## config.mk

```make
export PLATFORM = sky130hd
export DESIGN_NAME = multicycle_ctrl
export DESIGN_NICKNAME = d
export VERILOG_FILES = /design/src/rtl/multicycle_ctrl.sv
export SDC_FILE = /design/constraint.sdc
export NUM_CORES = 1
export LEC_CHECK = 0
export CAP_MARGIN = 15
export CORE_MARGIN = 5
export CORE_UTILIZATION = 45
export CTS_CLUSTER_DIAMETER = 40
export DETAILED_ROUTE_END_ITERATION = 16
export PLACE_DENSITY = 0.75
export SYNTH_ARGS = -nofsm -noshare
export SYNTH_HDL_FRONTEND = slang
export SYNTH_SLANG_ARGS = --single-unit
export TNS_END_PERCENT = 100
```

## constraint.sdc

```tcl
create_clock -name clk -period 2.4 [get_ports clk]
set_clock_uncertainty 0.2 [all_clocks]
set_input_delay 0.6 -clock clk [delete_from_list [all_inputs] [get_ports clk]]
set_output_delay 0.6 -clock clk [all_outputs]
set_load 0.01 [all_outputs]
```

## src/rtl/multicycle_ctrl.sv

```systemverilog
// Multi-cycle FETCH/DECODE/EXEC/MEM/WB sequencer with imem/dmem handshakes and a bus watchdog.
// Define MULTICYCLE_CTRL_PERF_EN to add the retired-instruction counter output.
module multicycle_ctrl #(
  parameter int TIMEOUT_CYCLES = 16,
  parameter int CNT_W          = 16
) (
  input  logic             clk,
  input  logic             rst,
  input  logic             run,
  input  logic [5:0]       op,
  output logic             imem_req,
  input  logic             imem_ack,
  output logic             dmem_req,
  input  logic             dmem_ack,
  output logic             ir_we,
  output logic             pc_we,
  output logic             reg_dst,
  output logic             alu_src,
  output logic             we,
  output logic             w_src,
  output logic             reg_wr,
  output logic [5:0]       alu_ctr,
  output logic             busy,
  output logic             err
`ifdef MULTICYCLE_CTRL_PERF_EN
  ,
  output logic [CNT_W-1:0] retired
`endif
);

  typedef enum logic [2:0] {
    S_IDLE, S_FETCH, S_DECODE, S_EXEC, S_MEM, S_WB, S_ERR
  } state_t;

  typedef enum logic [1:0] {C_RTYPE, C_LOAD, C_STORE, C_IMM} cls_t;

  localparam bit             WD_EN   = (TIMEOUT_CYCLES > 0);
  localparam int             TW      = (TIMEOUT_CYCLES > 1) ? $clog2(TIMEOUT_CYCLES) : 1;
  localparam logic [TW-1:0]  WD_LAST = TW'((TIMEOUT_CYCLES > 0) ? TIMEOUT_CYCLES - 1 : 0);

  state_t        state, state_nxt;
  cls_t          cls, cls_dec;
  logic [TW-1:0] wd_cnt;
  logic          wd_inc;
  logic          reg_dst_dec, alu_src_dec, w_src_dec;
  logic [5:0]    alu_ctr_dec;

  always_comb begin
    cls_dec     = C_RTYPE;
    reg_dst_dec = 1'b0;
    alu_src_dec = 1'b0;
    w_src_dec   = 1'b0;
    alu_ctr_dec = 6'd0;
    if (!op[5]) begin
      cls_dec     = C_RTYPE;
      reg_dst_dec = 1'b1;
      alu_src_dec = 1'b1;
      w_src_dec   = 1'b1;
      alu_ctr_dec = op;
    end else if (!op[4]) begin
      cls_dec = C_LOAD;
    end else if (!op[3]) begin
      cls_dec = C_STORE;
    end else begin
      cls_dec     = C_IMM;
      w_src_dec   = 1'b1;
      alu_ctr_dec = {3'b000, op[2:0]};
    end
  end

  always_ff @(posedge clk or posedge rst) begin
    if (rst) begin
      state   <= S_IDLE;
      wd_cnt  <= '0;
      cls     <= C_RTYPE;
      reg_dst <= 1'b0;
      alu_src <= 1'b0;
      w_src   <= 1'b0;
      alu_ctr <= 6'd0;
    end else begin
      state <= state_nxt;
      // Every state change restarts the wait count, which covers entry to FETCH and MEM.
      if (state_nxt != state) wd_cnt <= '0;
      else if (wd_inc)        wd_cnt <= wd_cnt + 1'b1;
      if (state == S_DECODE) begin
        cls     <= cls_dec;
        reg_dst <= reg_dst_dec;
        alu_src <= alu_src_dec;
        w_src   <= w_src_dec;
        alu_ctr <= alu_ctr_dec;
      end
    end
  end

  always_comb begin
    state_nxt = state;
    wd_inc    = 1'b0;
    imem_req  = 1'b0;
    dmem_req  = 1'b0;
    ir_we     = 1'b0;
    pc_we     = 1'b0;
    we        = 1'b0;
    reg_wr    = 1'b0;
    busy      = (state != S_IDLE) && (state != S_ERR);
    err       = (state == S_ERR);
    case (state)
      S_IDLE: if (run) state_nxt = S_FETCH;
      S_FETCH: begin
        imem_req = 1'b1;
        if (imem_ack) begin
          ir_we     = 1'b1;
          state_nxt = S_DECODE;
        end else if (WD_EN) begin
          // An ack in the limit cycle takes the branch above, so it wins over the trap.
          if (wd_cnt == WD_LAST) state_nxt = S_ERR;
          else                   wd_inc    = 1'b1;
        end
      end
      S_DECODE: state_nxt = S_EXEC;
      S_EXEC: state_nxt = (cls == C_LOAD || cls == C_STORE) ? S_MEM : S_WB;
      S_MEM: begin
        dmem_req = 1'b1;
        we       = (cls == C_STORE);
        if (dmem_ack) begin
          if (cls == C_STORE) begin
            pc_we     = 1'b1;
            state_nxt = run ? S_FETCH : S_IDLE;
          end else begin
            state_nxt = S_WB;
          end
        end else if (WD_EN) begin
          if (wd_cnt == WD_LAST) state_nxt = S_ERR;
          else                   wd_inc    = 1'b1;
        end
      end
      S_WB: begin
        reg_wr    = 1'b1;
        pc_we     = 1'b1;
        state_nxt = run ? S_FETCH : S_IDLE;
      end
      S_ERR:   state_nxt = S_ERR;
      default: state_nxt = S_IDLE;
    endcase
  end

`ifdef MULTICYCLE_CTRL_PERF_EN
  always_ff @(posedge clk or posedge rst) begin
    if (rst)        retired <= '0;
    else if (pc_we) retired <= retired + 1'b1;
  end
`endif

endmodule
```

# After elaboration in Yosys (flattened, before gate mapping)

Index checks and enable logic that the tools add are counted.

Register bits after elaboration: 17
Latch bits: 0
Bits in writable memories: 0
Bits in read-only memories: 0
Output and inout bits: 17
Word-level logic and storage cells: 56
Memories kept: 0

$add $sub $neg: 1
$mul: 0
Divide/modulo/power cells: 0
Order comparisons: 0
Eq/ne operators: 11
Shift-type cells: 0
Mux-type cells: 33
Bitwise gates (word level): 0
Reduce and logical (&&, ||, !) cells: 5

Operators by type and width:

| operator            | count |
|---|---|
| $mux 3              | 7 |
| $pmux 3 s7          | 1 |
| $mux 1              | 18 |
| $eq 3x3->1 const B  | 3 |
| $mux 4              | 2 |
| $eq 3x2->1 const B  | 2 |
| $mux 5              | 1 |
| $add 4x1->4 const B | 1 |
| $eq 4x4->1 const B  | 1 |
| $mux 2              | 2 |
| $pmux 1 s2          | 2 |
| $eq 3x1->1 const B  | 1 |
| $logic_not 3->1     | 1 |
| $ne 3x3->1          | 1 |
| $ne 3x3->1 const B  | 1 |
| $reduce_bool 3->1   | 1 |
| $eq 2x1->1 const B  | 1 |
| $eq 2x2->1 const B  | 1 |
| $reduce_bool 2->1   | 1 |
| $logic_and 1x1->1   | 1 |
| $logic_or 1x1->1    | 1 |

# Depth between registers and ports, before layout

Depth in word-level cells: 6
Mapped depth: 7
Gate-level depth less buffers: 7

# Worst setup path after synthesis

Ideal clock, no wire load.

Kind: register to output
From: register state[0]
To: output port ir_we
Arrival time: 1.287 ns
Slack: 0.313 ns
Cell stages (with the launch flop): 5
Path buffers: 1
Path through: dfrtp_1 > buf_2 > nor2b_1 > nor2b_1 > and2_1

Word-level cells in the longest chain between the ends: 2

RTL lines:

| element                  | RTL line | text |
|---|---|---|
| start: declaration       | 41       | `state_t state, state_nxt;` |
| start signal: assignment | 81       | `state <= state_nxt;` |
| $eq 3x1->1               | 106      | `case (state)` |
| $mux 1                   | 106      |  |
| end: declaration         | 15       | `output logic ir_we,` |

Every way passes these cells.

# Worst setup path in the final report

From: input port dmem_ack
To: output port pc_we

Word-level cells in the longest chain between the ends: 2

RTL lines:

| element            | RTL line | text |
|---|---|---|
| start: declaration | 14       | `input logic dmem_ack,` |
| $mux 1             | 124      | `if (dmem_ack) begin` |
| $pmux 1 s2         | 106      |  |
| end: declaration   | 16       | `output logic pc_we,` |

Every way passes these cells.

==> metrics.csv <==
metric,value,unit
syn_nets,113,
die_area,0.00305,mm2
pin_count,28,
clock.fmax,0.422,GHz
wl_per_cell,13.2,um
grt_util_all_layers,0.163,
multi_input_area,480,um2
worst-setup-path-type,in -> out,
grt_max_degree,17,
num-nets-final,155,
hp-start,alu_ctr[3]$_DFFE_PP0P_,
drive_gt1_frac,0.206,
wl,2210,um
gr-total-overflow,0,
cts_tree,done,
rows,16,
vias_per_cell,5.10,
outcome,"complete, no violations",
worst_slack,0.0304,ns
via_count,856,
synth_top_area_share,0.434,
hold_viol,0,
cts.clk_slew.worst_paths,0.09,ns
yosysTopAreaCell,dfrtp_1,
reg2reg_depth,7,
preCtsSetupSlack,-0.224,ns
synth-seq-area-share,0.434,
crit_required,1.60,ns
r2r-end,wd_cnt[0]$_DFFE_PP0P_,
p_leak,0.657,nW
place_area,0.00127,mm2
regToRegSetupSlack,0.39,ns
start_util,0.470,
ir_drop,0.629,mV
finalCriticalPeriod,2.37,ns
post-route-period-util,0.987,
powerDensity,1150,mW/mm2
area_delta_synth_final,45.6,%
fin_cells,168,
dr.first_iter.drc_count,11,
timing.slew.headroom,0.592,
total_power,0.00155,W
drc,0,
antenna_cells,0,
numCtsBuffers,3,
start_kind,input pin,
r2r_start,state[0]$_DFF_PP0_,
clock_tree.htree_level_count,1,
cp_data_arrival_time,1.57,ns
ant_nets,0,
insertion_delay,0.30,ns
critPathCaptureType,output pin,
grt_pass1_wl,3970,um
cts_num_sinks,16,
fp.dieH,55.3,um
ys_top_cells_by_area,"dfrtp_1, o21ai_0, nand2_1",
grt_pass1_vias,905,
min_path_cells,2,
ys_ff_latch,16,
postLayoutCellArea,0.00134,mm2
clockRootBuffer,clkbuf_4,
fillers,171,
setup_viol,0,
cts_hold_buffers,0,
cap_violations,0,
routabilityCongestion,0.824,
synth_cell_types,33,
antenna_found_initial,0,
holdCritPathClass,reg -> reg,
holdPathEnd,alu_ctr[3]$_DFFE_PP0P_,
ff_latch_area,403,um2
syn_area,922,um2
avgSynthCellArea,9.22,um2
io_buffers,26,
drv_slew,0,
crit_fanout,2,
dp_cells,159,
dr.pass1.iters,4,
clock_path_buffers,2,
tns,0,ns
tightest_slew,0.612,ns
dieWidth,55.3,um
synth_cells,100,
synth_warnings,0,
core_area,0.00196,mm2
hpwl,1670,um
sequential cells by signal, summed over array words and instances, names as in the netlist:
signal / cells
alu_src: 1
cls: 2
alu_ctr: 5
wd_cnt: 4
w_src: 1
state: 3
power by group:
group	switching, W	leakage [nW]	internal (W)
clock	0.0000954	0.0210	0.0000927
combinational	0.000421	0.430	0.000503
sequential	0.0000664	0.205	0.000368
total	0.000582	0.657	0.000964
cells in the final DEF (no fill, tap or decap), types with 2 or more instances in the layout:
cell type,synthesis,routed
a21oi_1,5,5
nor2b_1,4,2
nand2b_1,3,3
xor2_1,3,3
buf_4,2,17
and3_1,2,2
nor2b_2,0,2
a22o_1,3,3
or3b_1,2,2
nor2_1,6,6
ha_1,2,2
mux2i_1,2,2
dfrtp_1,16,14
nor3_1,3,3
nand2_1,12,12
clkdlybuf4s50_1,0,18
nand3_1,3,3
o21ai_0,10,10
clkbuf_4,0,3
inv_1,3,3
and2_1,3,3
dlygate4sd2_1,0,8
dfrtp_2,0,2
per-layer routing:
metal | vias up | global-route usage | share of wire
met5 | - | 0 | 0
met4 | 0 | 0.0972 | 0.029
met1 | 401 | 0.201 | 0.44
met2 | 20 | 0.257 | 0.50
li1 | 428 | - | -
met3 | 7 | 0.0396 | 0.039
synth_stat cells:
master,n
or3_1,1
buf_4,2
mux2i_1,2
a2111oi_2,1
xor2_1,3
and3_1,2
a221oi_2,1
o31ai_1,1
o22a_1,1
buf_6,1
or3b_1,2
and2_1,3
o21ai_0,10
inv_1,3
buf_2,2
o221a_1,1
nor3_1,3
nand2b_1,3
nor2b_1,4
and3b_1,1
nand2_1,12
dfrtp_1,16
nor3b_1,1
conb_1,1
nor2_1,6
clkbuf_1,1
nand3_1,3
a21o_1,1
a21oi_2,1
ha_1,2
and2b_1,1
a21oi_1,5
a22o_1,3
repair_timing:
| action | CTS | global route |
|---|---|---|
| buffers inserted | 4 | 1 |
| setup endpoints to repair | 8 | 1 |
| resized for setup | 13 | 0 |
cell type report:
class / count / area share
multi-input combinational: 75 / 0.358
sequential: 16 / 0.300
tap: 27 / 0.0252
clock buffer: 4 / 0.0270
inverter: 3 / 0.00839
timing repair buffer: 43 / 0.281
per-stage QoR:
stage | hold WS, ns | utilization
finish | 0.290 | 0.684
CTS | 0.298 | 0.680
detailed placement | 0.268 | 0.645
floorplan | 0.250 | -
global route | 0.333 | 0.684
global placement | 0.265 | 0.645
worst max-delay path, stage by stage:
cell and delay (ns):
clkdlybuf4s50_1 0.43, a21oi_1 0.19, nor2b_1 0.06, dlygate4sd2_1 0.28
cell families after synthesis:
family | synth area share
AND/OR/NAND/NOR | 0.239
XOR/XNOR | 0.0285
buffers and inverters | 0.0556
flip-flops | 0.434
AO/OA/AOI/OAI | 0.190
other | 0.00407
multiplexers | 0.0217
adder cells (fa/ha/maj) | 0.0271
how the worst max path moves through the flow:
| stage | start | to | slack, ns | cells past startpoint |
|---|---|---|---|---|
| 2_1_floorplan | state[0]$_DFF_PP0_ | ir_we | 0.31 | 4 |
| 3_3_place_gp | dmem_ack | pc_we | -0.20 | 4 |
| 3_5_place_dp | dmem_ack | pc_we | -0.22 | 4 |
| 4_1_cts | state[1]$_DFF_PP0_ | busy | 0.03 | 3 |
| 5_1_grt | dmem_ack | pc_we | -0.01 | 4 |
| 6_report | dmem_ack | pc_we | 0.03 | 4 |
Note: power is estimated with default switching activity, not from simulation.
